`src/rtl/pbs_pkg.sv`:
```
// Shared definitions for the pulse burst scheduler: FSM states and LFSR constants.
package pbs_pkg;

  typedef enum logic [1:0] {
    IDLE = 2'd0,
    HIGH = 2'd1,
    LOW  = 2'd2,
    DONE = 2'd3
  } state_t;

  localparam logic [7:0] LFSR_TAPS = 8'hB8;
  localparam logic [7:0] LFSR_SEED = 8'hA5;

endpackage

```
`src/rtl/pbs_lfsr.sv`:
```
// Right-shifting Galois LFSR that supplies gap jitter; reset seeds it to LFSR_SEED.
module pbs_lfsr
  import pbs_pkg::*;
#(
  parameter int W = 8
) (
  input  logic         clk,
  input  logic         rst_n,
  input  logic         step,
  input  logic         load,
  input  logic [W-1:0] load_val,
  output logic [W-1:0] q
);

  // An explicit load wins over a step requested in the same cycle.
  always_ff @(posedge clk) begin
    if (!rst_n) begin
      q <= W'(LFSR_SEED);
    end else if (load) begin
      q <= load_val;
    end else if (step) begin
      q <= (q >> 1) ^ (q[0] ? W'(LFSR_TAPS) : '0);
    end
  end

endmodule

```
`src/rtl/pulse_burst_scheduler.sv`:
```
// Generates bursts of pulses with programmable width and LFSR-jittered gaps.
// Defining PBS_SEED_LOAD_EN adds the seed/seed_load ports for reseeding the LFSR.
module pulse_burst_scheduler
  import pbs_pkg::*;
#(
  parameter int CNT_W  = 4,
  parameter int LFSR_W = 8
) (
  input  logic              clk,
  input  logic              rst_n,
  input  logic              ena,
  input  logic              start,
  input  logic              abort,
  input  logic [CNT_W-1:0]  burst_len,
  input  logic [CNT_W-1:0]  pulse_width,
  input  logic [CNT_W-1:0]  gap_min,
  input  logic [CNT_W-1:0]  gap_mask,
  output logic              pulse,
  output logic              busy,
  output logic              done,
  output logic [CNT_W-1:0]  pulse_idx,
  output logic [LFSR_W-1:0] lfsr_q
`ifdef PBS_SEED_LOAD_EN
  ,
  input  logic [LFSR_W-1:0] seed,
  input  logic              seed_load
`endif
);

  state_t           state;
  logic [CNT_W-1:0] len_q;
  logic [CNT_W-1:0] width_q;
  logic [CNT_W-1:0] gap_min_q;
  logic [CNT_W-1:0] mask_q;
  logic [CNT_W:0]   cnt;
  logic [CNT_W:0]   gap_cnt;
  logic             last_high;
  logic             lfsr_step;
  logic             lfsr_load;
  logic [LFSR_W-1:0] lfsr_load_val;

  // The extra counter bit keeps gap_min plus the full jitter from wrapping.
  assign gap_cnt   = {1'b0, gap_min_q} + {1'b0, lfsr_q[CNT_W-1:0] & mask_q};
  assign last_high = (state == HIGH) && (cnt == '0);
  assign lfsr_step = ena && !abort && last_high && (pulse_idx != len_q);

`ifdef PBS_SEED_LOAD_EN
  assign lfsr_load     = ena && seed_load;
  assign lfsr_load_val = (seed == '0) ? LFSR_W'(1) : seed;
`else
  assign lfsr_load     = 1'b0;
  assign lfsr_load_val = '0;
`endif

  pbs_lfsr #(
    .W(LFSR_W)
  ) u_lfsr (
    .clk      (clk),
    .rst_n    (rst_n),
    .step     (lfsr_step),
    .load     (lfsr_load),
    .load_val (lfsr_load_val),
    .q        (lfsr_q)
  );

  // Every counter counts down to zero, so a loaded value N spans N+1 cycles.
  always_ff @(posedge clk) begin
    if (!rst_n) begin
      state     <= IDLE;
      pulse     <= 1'b0;
      busy      <= 1'b0;
      done      <= 1'b0;
      pulse_idx <= '0;
      cnt       <= '0;
      len_q     <= '0;
      width_q   <= '0;
      gap_min_q <= '0;
      mask_q    <= '0;
    end else if (ena) begin
      done <= 1'b0;
      if (abort) begin
        state     <= IDLE;
        pulse     <= 1'b0;
        busy      <= 1'b0;
        pulse_idx <= '0;
        cnt       <= '0;
      end else begin
        case (state)
          IDLE: begin
            if (start) begin
              len_q     <= burst_len;
              width_q   <= pulse_width;
              gap_min_q <= gap_min;
              mask_q    <= gap_mask;
              if (burst_len != '0) begin
                state     <= HIGH;
                pulse     <= 1'b1;
                busy      <= 1'b1;
                pulse_idx <= CNT_W'(1);
                cnt       <= {1'b0, pulse_width};
              end else begin
                state     <= DONE;
                done      <= 1'b1;
                pulse_idx <= '0;
              end
            end
          end
          HIGH: begin
            if (cnt == '0) begin
              pulse <= 1'b0;
              if (pulse_idx == len_q) begin
                state <= DONE;
                busy  <= 1'b0;
                done  <= 1'b1;
              end else begin
                state <= LOW;
                cnt   <= gap_cnt;
              end
            end else begin
              cnt <= cnt - 1'b1;
            end
          end
          LOW: begin
            if (cnt == '0) begin
              state     <= HIGH;
              pulse     <= 1'b1;
              pulse_idx <= pulse_idx + 1'b1;
              cnt       <= {1'b0, width_q};
            end else begin
              cnt <= cnt - 1'b1;
            end
          end
          DONE: begin
            state <= IDLE;
          end
          default: begin
            state <= IDLE;
          end
        endcase
      end
    end
  end

endmodule

```
`config.mk`:
```
export PLATFORM = sky130hd
export DESIGN_NAME = pulse_burst_scheduler
export DESIGN_NICKNAME = d
export VERILOG_FILES = /design/src/rtl/pbs_pkg.sv /design/src/rtl/pbs_lfsr.sv /design/src/rtl/pulse_burst_scheduler.sv
export SDC_FILE = /design/constraint.sdc
export NUM_CORES = 1
export LEC_CHECK = 0
export BUFFER_PORTS_ARGS = -buffer_cell sky130_fd_sc_hd__clkbuf_2
export CORE_ASPECT_RATIO = 0.75
export CORE_MARGIN = 3
export CORE_UTILIZATION = 50
export CTS_BUF_LIST = sky130_fd_sc_hd__clkbuf_4 sky130_fd_sc_hd__clkbuf_8 sky130_fd_sc_hd__clkbuf_16
export DETAILED_ROUTE_END_ITERATION = 10
export PLACE_DENSITY_LB_ADDON = 0.05
export SLEW_MARGIN = 20
export SYNTH_ARGS = -nofsm -noshare
export SYNTH_HDL_FRONTEND = slang
export SYNTH_SLANG_ARGS = --single-unit
```
`constraint.sdc`:
```
create_clock -name clk -period 2.7 [get_ports clk]
set_clock_uncertainty 0.15 [all_clocks]
set_input_delay 0.135 -clock clk [delete_from_list [all_inputs] [get_ports clk]]
set_output_delay 0.135 -clock clk [all_outputs]
set_load 0.01 [all_outputs]
```
==> run metrics, run 1 <==
status=finished, final reports clean; Die H=61.8 um; Post-DP Area=2340 um^2; RSZ-0062 raised after global routing=false; final slew viol count=0; ys async rst share=0%; vias in the first global route=1,731; GPL Wtd Cong=0.887; CP endpoint kind=register; Crit path required time=2.78 ns; number of remaining DRC errors=0; post-layout util=68.3%; Clock transition at path regs=0.08 ns; num ports=36; Synth Area in Simple Gates=21.3%; Nets=345; Post-CTS Setup Bufs=0; mux cell area share after synthesis=4.34%; Max-cap violations=0; H-tree depth=2; global-route wire length before repair=8490 um; Mapped Nets=289; XOR/XNOR share of the synthesized area=4.22%; TritonCTS clock tree=built; Max rail drop VDD=0.298 mV; total power=1.22 mW; count of different cell masters after synthesis=47; top-count cell post-synth=nand2_1; Avg Cell Area, Syn=8.05 um^2; DR vias=2,004; Buf/Inv on CP=1; gr ovfl total=0; setup_tns=0 ns; starting density of the core=54.2%; Synth area leader=dfxtp_1; minimum clock period=2.40 ns; Via density=5.46; pwr/cell area=467 nW/um^2; flops & latches, synth=38; Worst-Skew Late Latency=0.30 ns; Syn. warnings=0; Post-synth EDFFs=0; worst min-delay path class=in -> reg; maximum operating frequency=417 MHz; synthesized cell area=2080 um^2; Crit Path Class=reg -> reg; Max FO, Critical Path=13; Min Hold Slack=0.0692 ns; Synth Flop Type=dfxtp_1; main combinational cell family by area after synthesis=compound AO/OA/AOI/OAI gates; M1 GR Usage=33.9%; final worst-path cycle share=88.8%; ANT cells=0; adder-cell share of the synthesized area=6.39%; CTS root buf=clkbuf_8; Port Buffers=35; average wire per standard cell=14.5 um; critical path arrival=2.48 ns; Cell Rows=19; DRT antenna net count=0; clk sinks=38; Clock Tree Buf Depth=2; DR pass1 iterations=6; Die X=80.4 um; DPL Wire Length=3720 um; Final setup viols=0; Hold Fails Final Rpt=0; global routing's busiest layer=met1; P&R area growth vs syn=26.0%; CP Launch Type=register; Worst-Margin Slew=0.541 ns; met3 Track Usage GR=5.33%; total wire length=5320 um; CTS buffer count=5; share of cells above drive strength 1=19.0%; Core Box Area=3830 um^2; share of the synthesized area in the top cell type=36.6%; synthesized instance count=258; post-synthesis compound-gate area fraction=21.6%; CP max-delay cell=or4b_4; Finished Cell Area=2620 um^2; ranking of synthesized cells by area=dfxtp_1 37%, nand2_1 8.5%, a21oi_1 8.0%; critical path, cell by cell=inv_1 -> ha_1 -> or4b_4 -> a21oi_2 -> o21bai_2 -> or4_1 -> a21oi_1; Seq/Total Area, Yosys=36.6%; Synth top cells by count=47 x nand2_1, 38 x dfxtp_1, 33 x a21oi_1; CP peak stage delay=0.58 ns; DR iter-0 viols=169; cell family with most CP delay=simple AND/OR/NAND/NOR gates; relative slew slack=63.0%; P_leak=1.05 nW; largest net degree at the start of global routing=17; Tot GR Track Use=22.4%; initial antenna violation count=0; Die Area=4970 um^2; met2 GRT Util=31.3%
==> worst min-delay path, stage by stage <==
cell,delay [ns]
clkbuf_2,0.14
nand2_1,0.06
o211ai_1,0.09
a21oi_1,0.04
==> placed cells by master (no fill, tap or decap), drive strengths merged, types with 2 or more instances in the layout <==
cell type    count
buf             10
nor2b            4
nor4             4
dlygate4sd3     17
a211oi           6
nor2             9
ha               9
clkbuf          41
o221ai           2
xnor2            3
o21bai           3
o211ai           2
dfxtp           38
mux2i            9
nand2b           4
xor2             7
or4              5
a21o             2
nand2           47
o21ai           12
or3              2
and2             5
nor3             3
inv             16
a21oi           34
o32ai            2
==> cells by family (layout without fill, tap and decap cells) <==
group / Yosys count / in the layout
and+or+nand+nor: 90 / 90
muxes: 9 / 9
xor gates and xnor gates: 10 / 10
buffers and inverters: 29 / 86
AOI/OAI and AO/OA: 72 / 72
adders and majority gates: 10 / 10
DFF: 38 / 38
==> repair_timing <==
action,in CTS,in global routing
gates resized for setup,0,1
hold buffers,17,0
hold endpoints to repair,17,0
endpoints found under the setup margin,0,1
==> sequential cells by signal, indices dropped and copies added, names as in the netlist <==
signal	flops
busy	1
done	1
state	2
pulse	1
len_q	4
width_q	4
gap_min_q	4
mask_q	4
pulse_idx	4
cnt	5
u_lfsr.q	8
==> through the flow <==
step           setup WS [ns]  cells
2_1_floorplan          0.436    258
3_3_place_gp           0.379    342
3_5_place_dp           0.332    342
4_1_cts                0.277    367
5_1_grt                0.132    367
6_report               0.302    367
==> power by group <==
group / internal (mW) / leakage [nW] / switching [mW]
clock network: 0.205 / 0.0472 / 0.214
logic: 0.0925 / 0.690 / 0.116
registers: 0.578 / 0.308 / 0.0164
total: 0.876 / 1.05 / 0.346
==> metal layers <==
metal / vias up / share of wire [%]
li1: 1018 / -
met4: 0 / 0.47
met3: 5 / 7.8
met2: 75 / 43
met5: - / 0
met1: 906 / 49
==> path summary, 6_finish.rpt <==
| path | from | end | slack, ns | cells after the start |
|---|---|---|---|---|
| worst min register to register | mask_q[0] | mask_q[0] | 0.30 | 2 |
| worst max register to register | cnt[0] | pulse_idx[3] | 0.30 | 7 |
| worst min-delay path | ena | cnt[3] | 0.07 | 4 |
| worst max-delay path | cnt[0] | pulse_idx[3] | 0.30 | 7 |
==> cell type report <==
class | instances | area (um^2)
well taps | 52 | 65.1
flip-flops and latches | 38 | 761
clock inverters | 2 | 12.5
inverters | 16 | 60.1
repair buffers | 62 | 420
clock buffers | 6 | 82.6
multi-input cells | 191 | 1210
fillers | 311 | 1210
Note: power is estimated with default switching activity, not from simulation.
==> run 2, diff against run 1 <==
CORE_UTILIZATION = 25   (was 50)
==> run 2 against run 1 <==
Net effect: fmax is 3.2% lower; largest power group unchanged; hold slack worse by 0.028 ns; count of clock-buffer cells in the layout is 1 higher.
==> run metrics, run 2 (same netlist as run 1, synthesis figures left out) <==
Regs by FF count=u_lfsr.q: 8 flops, cnt: 5 flops (unchanged); CTS buffer count=5 (unchanged); Hold Crit Endpoint=u_lfsr.q[5] (was cnt[3]); starting density of the core=26.0% (was 54.2%); relative slew slack=48.3% (was 63.0%); num ports=36 (unchanged); final worst-path cycle share=91.8% (was 88.8%); post-layout util=33.6% (was 68.3%); Port Buffers=35 (unchanged); Min Hold Slack=0.0412 ns (was 0.0692 ns); Clock transition at path regs=0.08 ns (about the same); vias in the first global route=1,833 (was 1,731); Worst-Margin Slew=0.771 ns (was 0.541 ns); Tot GR Track Use=12.8% (was 22.4%); initial antenna violation count=0 (unchanged); CTS root buf=clkbuf_8 (unchanged); Final setup viols=0 (unchanged); most common cell after layout, fill and taps aside=nand2_1 (unchanged); total wire length=5920 um (was 5320 um); setup_tns=0 ns (unchanged); Crit Path Class=reg -> reg (unchanged); maximum operating frequency=404 MHz (was 417 MHz); Die H=84.9 um (was 61.8 um); Hold Fails Final Rpt=0 (unchanged); Die X=111 um (was 80.4 um); Cell Rows=28 (was 19); end of the worst register-to-register path=cnt[4] (was pulse_idx[3]); RR Startpoint=state[0] (was cnt[0]); global-route wire length before repair=9560 um (was 8490 um); DRT antenna net count=0 (unchanged); Crit path required time=2.76 ns (was 2.78 ns); CP peak stage delay=0.73 ns (was 0.58 ns); cell depth of the worst flop-to-flop path=7 (unchanged); CP endpoint kind=register (unchanged); most frequent cells in the layout=47 x nand2_1, 38 x dfxtp_1, 35 x clkbuf_2 (unchanged); critical path arrival=2.54 ns (was 2.48 ns); status=finished, final reports clean (unchanged); Clock Tree Buf Depth=2 (unchanged); critical path, cell by cell=inv_1 -> ha_1 -> nand2b_1 -> o21ai_0 -> a311oi_1 -> a21oi_1 -> a211oi_1 (was inv_1 -> ha_1 -> or4b_4 -> a21oi_2 -> o21bai_2 -> or4_1 -> a21oi_1); Worst-Skew Late Latency=0.29 ns (was 0.30 ns); minimum clock period=2.48 ns (was 2.40 ns); cell family with most CP delay=compound AO/OA/AOI/OAI gates (was simple AND/OR/NAND/NOR gates); GPL Wtd Cong=0.790 (was 0.887); largest net degree at the start of global routing=17 (unchanged); Via density=4.64 (was 5.46); H-tree depth=2 (unchanged); hold path start=rst_n (was ena); TritonCTS clock tree=built (unchanged); dpl ws=0.283 ns (was 0.332 ns); share of cells above drive strength 1=19.3% (was 19.0%); ANT cells=0 (unchanged); max reg flops=8 (unchanged); DPL Wire Length=4390 um (was 3720 um); Final WS setup=0.222 ns (was 0.302 ns); DR iter-0 viols=56 (was 169); CP Launch Type=register (unchanged); worst min-delay path class=in -> reg (unchanged); P_leak=1.05 nW (about the same); Buf/Inv on CP=1 (unchanged); Max FO, Critical Path=8 (was 13); FF-to-FF setup slack=0.22 ns (was 0.30 ns); Nets=346 (was 345); RSZ-0062 raised after global routing=false (unchanged); Core Box Area=7990 um^2 (was 3830 um^2); Die Area=9440 um^2 (was 4970 um^2); DR vias=1,952 (was 2,004); Max rail drop VDD=0.170 mV (was 0.298 mV); Post-CTS Setup Bufs=0 (unchanged); DR pass1 iterations=4 (was 6); P&R area growth vs syn=29.1% (was 26.0%); Largest Register=u_lfsr.q (unchanged); clk sinks=38 (unchanged); gr ovfl total=0 (unchanged); WHS Path Cells=2 (was 4); CP max-delay cell=a311oi_1 (was or4b_4); final slew viol count=0 (unchanged); pwr/cell area=459 nW/um^2 (was 467 nW/um^2); Max-cap violations=0 (unchanged); average wire per standard cell=14.1 um (was 14.5 um); number of remaining DRC errors=0 (unchanged)
## run 2: cell count changes in the layout (fill, tap and decap cells not counted)
cell           delta
clkinvlp_4        -1
buf_4             +2
a311oi_2          -1
clkbuf_4          +1
a311oi_1          +1
dlygate4sd3_1     -1
## run 2: repair_timing
item,CTS,global route
hold buffers,16,0
endpoints found under the setup margin,0,0
hold endpoints to repair,16,0
resized for setup,0,0
## run 2: routing by layer
| metal | vias up | GRT usage, % | routed length (um) |
|---|---|---|---|
| li1 | 1014 | - | - |
| met1 | 891 | 19.2 | 3230 |
| met2 | 38 | 17.8 | 2370 |
| met3 | 9 | 2.99 | 218 |
| met4 | 0 | 4.53 | 104 |
| met5 | - | 0 | 0 |
## run 2: power by group
part | internal, mW | switching (mW) | total (mW)
clock | 0.216 | 0.207 | 0.423
combinational | 0.0946 | 0.120 | 0.215
sequential | 0.578 | 0.0156 | 0.593
## run 2: per-stage QoR
| step | std cells | area [um^2] | total power [mW] |
|---|---|---|---|
| 5_1_grt | 421 | 2680 | 1.30 |
| 4_1_cts | 421 | 2680 | 1.25 |
| 6_report | 421 | 2680 | 1.23 |
| 3_3_place_gp | 397 | 2420 | 0.812 |
| 2_1_floorplan | 258 | 2080 | 0.725 |
| 3_5_place_dp | 397 | 2420 | 0.803 |
## run 2: worst max path at each step
| stage | startpoint | to | slack (ns) | cells past startpoint |
|---|---|---|---|---|
| 2_1_floorplan | u_lfsr.q[0] | cnt[4] | 0.44 | 10 |
| 3_3_place_gp | state[0] | cnt[4] | 0.33 | 7 |
| 3_5_place_dp | state[0] | cnt[4] | 0.28 | 7 |
| 4_1_cts | state[0] | cnt[4] | 0.26 | 7 |
| 5_1_grt | state[0] | cnt[4] | 0.01 | 7 |
| 6_report | state[0] | cnt[4] | 0.22 | 7 |
## run 2: final cells by class
cell class,instances,area (um^2)
fillers,892,5310
repair buffers,63,425
clock buffers,7,90.1
clock inverters,1,5.00
flip-flops and latches,38,761
multi-input cells,191,1210
well taps,105,131
inverters,16,60.1
==> run 3, diff against run 2 <==
CORE_MARGIN = default   (was 3)
HOLD_SLACK_MARGIN = 0.08   (was default)
==> run 3 against run 2 <==
Net effect: non-clock buffer count grew 3; flip-flop and latch count is the same; combinational power is essentially flat; final cell count grew 0.48%; via count grew 0.36%; highest routed layer unchanged; cell area grew 1.7%; register-to-register slack gained 0.06 ns; count of clock-buffer cells in the layout shrank 1; sequential share of layout area shrank 0.47 points; first-iteration DRC count grew 66%; hold slack gained 0.14 ns; sequential power is essentially flat; largest cell class unchanged.
==> run metrics, run 3 (same netlist as run 1, synthesis figures left out) <==
final worst-path cycle share=89.4% (was 91.8%); worst min-delay path class=in -> reg (unchanged); maximum operating frequency=414 MHz (was 404 MHz); RR Startpoint=cnt[0] (was state[0]); hold path start=abort (was rst_n); Comb pwr share=16.5% (was 17.5%); Min Hold Slack=0.181 ns (was 0.0412 ns); FF-to-FF setup slack=0.29 ns (was 0.22 ns); Regs by FF count=u_lfsr.q: 8 flops, cnt: 5 flops (unchanged); critical path arrival=2.49 ns (was 2.54 ns); total wire length=5880 um (was 5920 um); Finished Cell Area=2730 um^2 (was 2680 um^2); relative slew slack=56.5% (was 48.3%); final slew viol count=0 (unchanged); Crit path required time=2.78 ns (was 2.76 ns); CP Launch Type=register (unchanged); largest net degree at the start of global routing=19 (was 17); DR iter-0 viols=93 (was 56); vias in the first global route=1,776 (was 1,833); max reg flops=8 (unchanged); Max-cap violations=0 (unchanged); DR pass1 iterations=4 (unchanged); P&R area growth vs syn=31.3% (was 29.1%); GPL Wtd Cong=0.754 (was 0.790); Largest Register=u_lfsr.q (unchanged); average wire per standard cell=13.9 um (was 14.1 um); ANT cells=0 (unchanged); pwr/cell area=485 nW/um^2 (was 459 nW/um^2); RSZ-0062 raised after global routing=false (unchanged); Port Buffers=35 (unchanged); most common cell after layout, fill and taps aside=nand2_1 (unchanged); P_sw=0.349 mW (was 0.343 mW); Final setup viols=0 (unchanged); CTS buffer count=5 (unchanged); TritonCTS clock tree=built (unchanged); WHS Path Cells=3 (was 2); Max FO, Critical Path=13 (was 8); Worst-Margin Slew=0.645 ns (was 0.771 ns); Post-CTS Setup Bufs=0 (unchanged); Tot GR Track Use=14.6% (was 12.8%); share of power burned in registers=44.9% (was 48.2%); CP endpoint kind=register (unchanged); CTS root buf=clkbuf_8 (unchanged); Cell Rows=28 (unchanged); Hold Fails Final Rpt=0 (unchanged); P_leak=1.07 nW (was 1.05 nW); gr ovfl total=0 (unchanged); num ports=36 (unchanged); cell depth of the worst flop-to-flop path=7 (unchanged); Die H=80.9 um (was 84.9 um); global-route wire length before repair=9490 um (was 9560 um); Hold Crit Endpoint=pulse (was u_lfsr.q[5]); most frequent cells in the layout=47 x nand2_1, 38 x dfxtp_1, 35 x clkbuf_2 (unchanged); Clock transition at path regs=0.08 ns (about the same); number of remaining DRC errors=0 (unchanged); Die Area=8680 um^2 (was 9440 um^2); Via density=4.63 (was 4.64); DPL Wire Length=4220 um (was 4390 um); Crit Path Class=reg -> reg (unchanged); switching portion of total power=26.4% (was 27.8%); clk sinks=38 (unchanged); Worst-Skew Late Latency=0.29 ns (about the same); end of the worst register-to-register path=pulse_idx[3] (was cnt[4]); Die X=107 um (was 111 um); Max rail drop VDD=0.168 mV (was 0.170 mV); Clock Tree Buf Depth=2 (unchanged); Post-DP Area=2430 um^2 (was 2420 um^2); share of cells above drive strength 1=19.2% (was 19.3%); H-tree depth=2 (unchanged); DR vias=1,959 (was 1,952); Nets=349 (was 346); Int Pwr=0.972 mW (was 0.889 mW); Core Box Area=7950 um^2 (was 7990 um^2); DRT antenna net count=0 (unchanged); status=finished, final reports clean (unchanged); starting density of the core=26.1% (was 26.0%); setup_tns=0 ns (unchanged); minimum clock period=2.41 ns (was 2.48 ns); clock power share=38.6% (was 34.4%); initial antenna violation count=0 (unchanged)
==> run 3: power groups by stage <==
stage | Clock, mW | Sequential (mW) | Combinational [mW]
CTS | 0.531 | 0.594 | 0.220
floorplan | 0 | 0.604 | 0.120
finish | 0.509 | 0.594 | 0.218
detailed placement | 0 | 0.607 | 0.199
global placement | 0 | 0.607 | 0.202
global route | 0.561 | 0.597 | 0.242
==> run 3: how the worst max path moves through the flow <==
stage | from | endpoint | slack (ns) | depth (start not counted)
after floorplan | u_lfsr.q[0] | cnt[4] | 0.44 | 10
after global placement | cnt[0] | pulse_idx[3] | 0.36 | 7
after detailed placement | cnt[0] | pulse_idx[3] | 0.32 | 7
after CTS | cnt[0] | pulse_idx[3] | 0.30 | 7
after global routing | state[0] | pulse_idx[0] | 0.11 | 7
final | cnt[0] | pulse_idx[3] | 0.29 | 7
==> run 3: final cells by class <==
type / instances / area, um^2
inverter: 16 / 60.1
tap: 105 / 131
timing repair buffer: 66 / 453
multi-input combinational: 191 / 1210
clock inverter: 1 / 30.0
fill: 879 / 5230
sequential: 38 / 761
clock buffer: 6 / 82.6
==> run 3: worst max-delay path: stages (launching register included) <==
cell and delay [ns]:
dfxtp_1 0.34, inv_1 0.06, ha_1 0.23, or4b_4 0.59, a21oi_2 0.19, o21bai_2 0.14, or4_1 0.52, a21oi_1 0.12
==> run 3: through the flow <==
step | util [%] | total power [mW] | worst slack, ns | cells
after floorplan | - | 0.725 | 0.436 | 258
after global placement | 30.6 | 0.809 | 0.363 | 398
after detailed placement | 30.6 | 0.805 | 0.316 | 398
after CTS | 34.3 | 1.34 | 0.300 | 423
after global routing | 34.3 | 1.40 | 0.110 | 423
final | 34.3 | 1.32 | 0.286 | 423
==> run 3: routing by layer <==
metal / track usage (%) / wire length [um] / vias to the layer above
met3: 3.05 / 173 / 7
met5: 0 / 0 / -
li1: - / - / 1029
met1: 21.4 / 3180 / 889
met4: 6.03 / 91 / 0
met2: 20.6 / 2430 / 34
==> run 3: timing repair <==
item,4_1_cts,5_1_grt
endpoints found under the hold margin,22,0
gates resized for setup,0,0
hold buffers,18,0
